==> src/rtl/beta_pipe_pkg.sv <==
// Shared tag definitions for the Beta pipeline: destination-tag pipe, operand bypass and datapath.
// A tag is {LD flag, LDR flag, 5-bit destination}; R31 as destination means "no write".
package beta_pipe_pkg;

   localparam int          TAG_W      = 7;
   localparam int          LD_BIT     = 6;
   localparam int          LDR_BIT    = 5;
   localparam logic [6:0]  BUBBLE_TAG = 7'h1F;
   localparam logic [4:0]  R31        = 5'd31;

   typedef logic [TAG_W-1:0] tag_t;

   typedef struct packed {
      logic       is_ld;
      logic       is_ldr;
      logic [4:0] dest;
   } tag_fields_t;

   function automatic logic [4:0] tag_dest(input tag_t tag);
      return tag[4:0];
   endfunction

endpackage

==> src/rtl/beta_tag_stage.sv <==
// One pipeline stage of the destination tag: a TAG_W register that resets to a bubble
// and either holds its value or loads load_val on each clock edge.
module beta_tag_stage
   import beta_pipe_pkg::*;
(
   input  logic             clk,
   input  logic             rst_n,
   input  logic             hold,
   input  logic [TAG_W-1:0] load_val,
   output logic [TAG_W-1:0] tag_q
);

   logic [TAG_W-1:0] tag_d;

   always_comb begin
      tag_d = load_val;
      if (hold) begin
         tag_d = tag_q;
      end
   end

   always_ff @(posedge clk or negedge rst_n) begin
      if (!rst_n) begin
         tag_q <= BUBBLE_TAG;
      end else begin
         tag_q <= tag_d;
      end
   end

endmodule

==> src/rtl/beta_dest_tag_pipe.sv <==
// Destination-tag pipeline and stall sequencer for the 5-stage Beta (ALU/MEM/WB tags, fetch hold, RF write port).
// Optional hazard counters (stall_cnt, bubble_cnt) are built when BETA_HAZARD_STATS_EN is defined.
module beta_dest_tag_pipe
   import beta_pipe_pkg::*;
#(
   parameter int AW = 5
`ifdef BETA_HAZARD_STATS_EN
   ,
   parameter int STAT_W = 32
`endif
)
(
   input  logic          clk,
   input  logic          rst_n,
   input  logic          inst_valid,
   input  logic [AW-1:0] rc,
   input  logic          writes_rc,
   input  logic          is_ld,
   input  logic          is_ldr,
   input  logic          stall_a,
   input  logic          stall_b,
   input  logic          annul,
   input  logic          mem_wait,
   output logic [6:0]    aP0,
   output logic [6:0]    aP1,
   output logic [6:0]    aP2,
   output logic          hold_fetch,
   output logic          rf_we,
   output logic [AW-1:0] rf_wa
`ifdef BETA_HAZARD_STATS_EN
   ,
   output logic [STAT_W-1:0] stall_cnt,
   output logic [STAT_W-1:0] bubble_cnt
`endif
);

   logic       stall_any;
   logic       insert_bubble;
   logic [6:0] new_tag;
   logic [6:0] alu_load;

   // Annul beats stall: a killed instruction has nothing to wait for, so fetch may proceed.
   always_comb begin
      stall_any     = stall_a | stall_b;
      insert_bubble = annul | stall_any;
      new_tag       = BUBBLE_TAG;
      if (inst_valid && writes_rc) begin
         new_tag = {is_ld, is_ldr, rc};
      end
      alu_load   = insert_bubble ? BUBBLE_TAG : new_tag;
      hold_fetch = mem_wait | (stall_any & ~annul);
      rf_wa      = aP2[AW-1:0];
      rf_we      = (tag_dest(aP2) != R31) & ~mem_wait;
   end

   beta_tag_stage u_alu (
      .clk      (clk),
      .rst_n    (rst_n),
      .hold     (mem_wait),
      .load_val (alu_load),
      .tag_q    (aP0)
   );

   beta_tag_stage u_mem (
      .clk      (clk),
      .rst_n    (rst_n),
      .hold     (mem_wait),
      .load_val (aP0),
      .tag_q    (aP1)
   );

   beta_tag_stage u_wb (
      .clk      (clk),
      .rst_n    (rst_n),
      .hold     (mem_wait),
      .load_val (aP1),
      .tag_q    (aP2)
   );

   a_ld_ldr_exclusive : assert property (@(posedge clk) disable iff (!rst_n)
      !(inst_valid && writes_rc && is_ld && is_ldr));

`ifdef BETA_HAZARD_STATS_EN
   logic [STAT_W-1:0] stall_cnt_q, stall_cnt_d;
   logic [STAT_W-1:0] bubble_cnt_q, bubble_cnt_d;

   // Both counters saturate at all-ones rather than wrapping.
   always_comb begin
      stall_cnt_d  = stall_cnt_q;
      bubble_cnt_d = bubble_cnt_q;
      if (stall_any && !annul && !mem_wait && !(&stall_cnt_q)) begin
         stall_cnt_d = stall_cnt_q + 1'b1;
      end
      if (insert_bubble && !mem_wait && !(&bubble_cnt_q)) begin
         bubble_cnt_d = bubble_cnt_q + 1'b1;
      end
   end

   always_ff @(posedge clk or negedge rst_n) begin
      if (!rst_n) begin
         stall_cnt_q  <= '0;
         bubble_cnt_q <= '0;
      end else begin
         stall_cnt_q  <= stall_cnt_d;
         bubble_cnt_q <= bubble_cnt_d;
      end
   end

   assign stall_cnt  = stall_cnt_q;
   assign bubble_cnt = bubble_cnt_q;
`endif

endmodule

==> config.mk <==
export PLATFORM = sky130hd
export DESIGN_NAME = beta_dest_tag_pipe
export DESIGN_NICKNAME = d
export VERILOG_FILES = /design/src/rtl/beta_pipe_pkg.sv /design/src/rtl/beta_tag_stage.sv /design/src/rtl/beta_dest_tag_pipe.sv
export SDC_FILE = /design/constraint.sdc
export NUM_CORES = 1
export LEC_CHECK = 0
export ABC_AREA = 0
export ABC_CLOCK_PERIOD_IN_PS = 1650
export BUFFER_PORTS_ARGS = -buffer_cell sky130_fd_sc_hd__buf_4
export CAP_MARGIN = 20
export CELL_PAD_IN_SITES_DETAIL_PLACEMENT = 0
export CELL_PAD_IN_SITES_GLOBAL_PLACEMENT = 1
export CORE_MARGIN = 2
export CORE_UTILIZATION = 42
export CTS_BUF_LIST = sky130_fd_sc_hd__clkbuf_4 sky130_fd_sc_hd__clkbuf_8
export CTS_CLUSTER_SIZE = 16
export DETAILED_ROUTE_END_ITERATION = 7
export PLACE_DENSITY = 0.85
export SETUP_SLACK_MARGIN = 0.05
export SLEW_MARGIN = 10
export SYNTH_ARGS = -nofsm -noshare
export SYNTH_HDL_FRONTEND = slang
export SYNTH_HIERARCHICAL = 1
export SYNTH_SLANG_ARGS = --single-unit
==> constraint.sdc <==
create_clock -name clk -period 1.65 [get_ports clk]
set_input_delay 0.2475 -clock clk [delete_from_list [all_inputs] [get_ports clk]]
set_output_delay 0.2475 -clock clk [all_outputs]
set_load 0.005 [all_outputs]
==> qor.csv <==
stage,metric,value,unit
floorplanning,num_io_pins,43,
timing,rsz0062_at_grt,false,
timing,slew_headroom,73.92,%
setup_path,crit_start,u_wb/tag_q[2]$_DFFE_PN1N_,
cts,cts_tree,yes,
power_and_ir_drop,leakagePower,0.0006535,uW
synth,ys_seq_area_share,52.92,%
timing,period_share,92.14,%
power_and_ir_drop,worst_ir_drop_vdd,308.8,uV
setup_path,reg2regPathDepth,1,
synth,synth_ff_type,dfstp_2,
setup_path,cp_slowest_stage_delay,0.58,ns
detailed_routing,dr_total_vias,635,
setup_path,regToRegEndpoint,u_wb/tag_q[5]$_DFFE_PN0N_,
placement,portBuffers,42,
detailed_routing,wl_per_cell,13.60,um
detailed_routing,wirelength,1.754,mm
synth,synth_top_area_share,38.32,%
floorplanning,die_area,2861,sq um
placement,pre_cts_ws,0.2311,ns
global_route,grt_max_degree,24,
global_route,antenna_found_initial,0,
detailed_routing,antenna_left,0,
setup_path,crit_family,flip-flops,
setup_path,critical_path.endpoint_type,output port,
detailed_routing,drc,0,
synth,ys_types,12,
finish,postLayoutCellArea,1345,sq um
synth,synthArstFlopShare,100.0,%
power_and_ir_drop,power.density,654.6,nW/um^2
cts,cts_sinks,21,
timing,hold_viol,0,
cts,cts_buffers,3,
min_path,min_to,u_alu/tag_q[0]$_DFFE_PN1N_,
global_route,grt_pass1_wl,2.822,mm
setup_path,cp_max_fo,4,
finish,nNetsFinal,117,
floorplanning,rows,17,
placement,gp_congestion,0.6280,
cts,cts.path.max_buffers,2,
finish,fill_cells,192,
global_route,grt_pass1_vias,624,
global_route,overflow,0,
timing,tightest_slew,0.3912,ns
setup_path,cp.arrival,1.27,ns
detailed_routing,via_per_inst,4.922,
floorplanning,die_h,53.49,um
placement,placed_area,1308,sq um
synth,syn_inst,62,
cts,insertion_delay,0.30,ns
floorplanning,die_w,53.49,um
synth,yosys-top-cells-count,"21 x mux2_4, 15 x dfstp_2, 6 x dfrtp_1",
timing,min_period,1.520,ns
synth,yosys.cell_count.top_type,mux2_4,
synth,syn_avg_cell_area,16.59,sq um
timing,tns,0,ns
global_route,track_usage,14.41,%
synth,synth_edf_count,0,
min_path,hp-class,in -> reg,
synth,synth_area_leaders,"dfstp_2 38%, mux2_4 31%, dfrtp_1 15%, or3b_1 4.3%, buf_4 3.6%",
synth,synth_largest_area_cell,dfstp_2,
min_path,holdPathStages,3,
status,status,finished clean,
timing,skew,0.001759,ns
timing,setup_ws,0.1298,ns
detailed_routing,firstDrtPassIters,4,
job,drv_cap,0,
floorplanning,fp.coreArea,2255,sq um
finish,final_layout_size_suffix_gt1_share,81.19,%
setup_path,cp.required,1.40,ns
cts,cts_root_buffer,clkbuf_4,
setup_path,slowest_stage,dfstp_2,
cts,post_cts_buffers,0,
setup_path,worstSetupPathType,reg -> out,
setup_path,crit_buf_inv,1,
synth,ys_ff_latch,21,
setup_path,r2r_start,u_mem/tag_q[5]$_DFFE_PN0N_,
timing,finalSetupViolCount,0,
cts,cts_resized,0,
synth,yosysWarningCount,6,
timing,finalMaxSlewViolations,0,
synth,syn_area,1028,sq um
finish,syn_to_final_growth,30.78,%
setup_path,crit_chain,"and3_1, a31oi_1, buf_4",
setup_path,reg2reg_slack,0.85,ns
timing,clock.fmax,657.8,MHz
finish,antenna_cells,0,
floorplanning,initial_utilization,45.62,%
cts,path_clk_slew,0.11,ns
min_path,holdCritStartpoint,rc[0],
setup_path,startpoint_type,flop,
cts,cts_max_level,1,
detailed_routing,drt_iter0_markers,5,
synth,synth_nets,77,
==> worst max-delay path by stage <==
stage,endpoint,slack [ns],depth (start not counted)
after floorplan,u_alu/tag_q[0]$_DFFE_PN1N_,0.41,3
after global routing,rf_we,0.06,3
final,rf_we,0.13,3
after CTS,rf_we,0.11,3
after detailed placement,u_alu/tag_q[4]$_DFFE_PN1N_,0.23,4
after global placement,u_alu/tag_q[3]$_DFFE_PN1N_,0.25,4
==> placed cells by master, fill, tap and decap left out <==
| cell type | n |
|---|---|
| and4bb_1 | 1 |
| buf_4 | 42 |
| clkbuf_4 | 3 |
| nor2_1 | 1 |
| dfrtp_1 | 6 |
| dfstp_2 | 15 |
| or3b_1 | 5 |
| mux2_4 | 21 |
| and3b_1 | 2 |
| and3_1 | 1 |
| clkinv_2 | 1 |
| o21bai_1 | 1 |
| a31oi_1 | 1 |
| dlygate4sd3_1 | 1 |
==> through the flow <==
step                power, uW  std cells  utilization, %  hold WS (ns)
floorplan               594.9         62               -      -0.04809
global placement        645.1        124           57.99        0.1349
detailed placement      648.0        124           57.99        0.1342
CTS                     890.2        129           59.66        0.2467
global route            927.3        129           59.66        0.2356
finish                  880.4        129           59.66        0.2527
==> cells by family after synthesis <==
| group | Yosys count | synth area share, % |
|---|---|---|
| AND/OR/NAND/NOR | 10 | 8.151 |
| buffers and inverters | 8 | 6.934 |
| AO/OA/AOI/OAI | 2 | 1.339 |
| multiplexers | 21 | 30.66 |
| flip-flops | 21 | 52.92 |
==> sequential cells by signal (all words and copies together) (netlist names) <==
signal       count
u_mem/tag_q      7
u_wb/tag_q       7
u_alu/tag_q      7
==> what timing repair did <==
| item | 4_1_cts | 5_1_grt |
|---|---|---|
| hold buffers | 1 | 0 |
| endpoints found under the setup margin | 0 | 0 |
| hold endpoints to repair | 6 | 0 |
==> area by class of cell <==
type | count | area, sq um | share of cell area (%)
clock inverter | 1 | 5.005 | 0.3721
sequential | 21 | 544.3 | 40.47
tap | 28 | 35.03 | 2.605
multi-input combinational | 33 | 412.9 | 30.70
clock buffer | 3 | 22.52 | 1.674
timing repair buffer | 43 | 325.3 | 24.19
==> power breakdown <==
part / leakage [uW] / internal, uW / total (uW) / switching, uW
combinational: 0.000394 / 62.8 / 102 / 39.6
clock: 0.0000177 / 90.6 / 241 / 151
sequential: 0.000241 / 529 / 537 / 7.41
==> per-layer routing <==
metal | GRT usage, % | vias up | part of all wire [%]
li1 | - | 293 | -
met1 | 16.73 | 301 | 44
met2 | 23.25 | 37 | 45
met3 | 2.260 | 4 | 8.7
met4 | 11.54 | 0 | 2.5
met5 | 0 | - | 0
No activity file was read; power rests on OpenSTA's default activity.
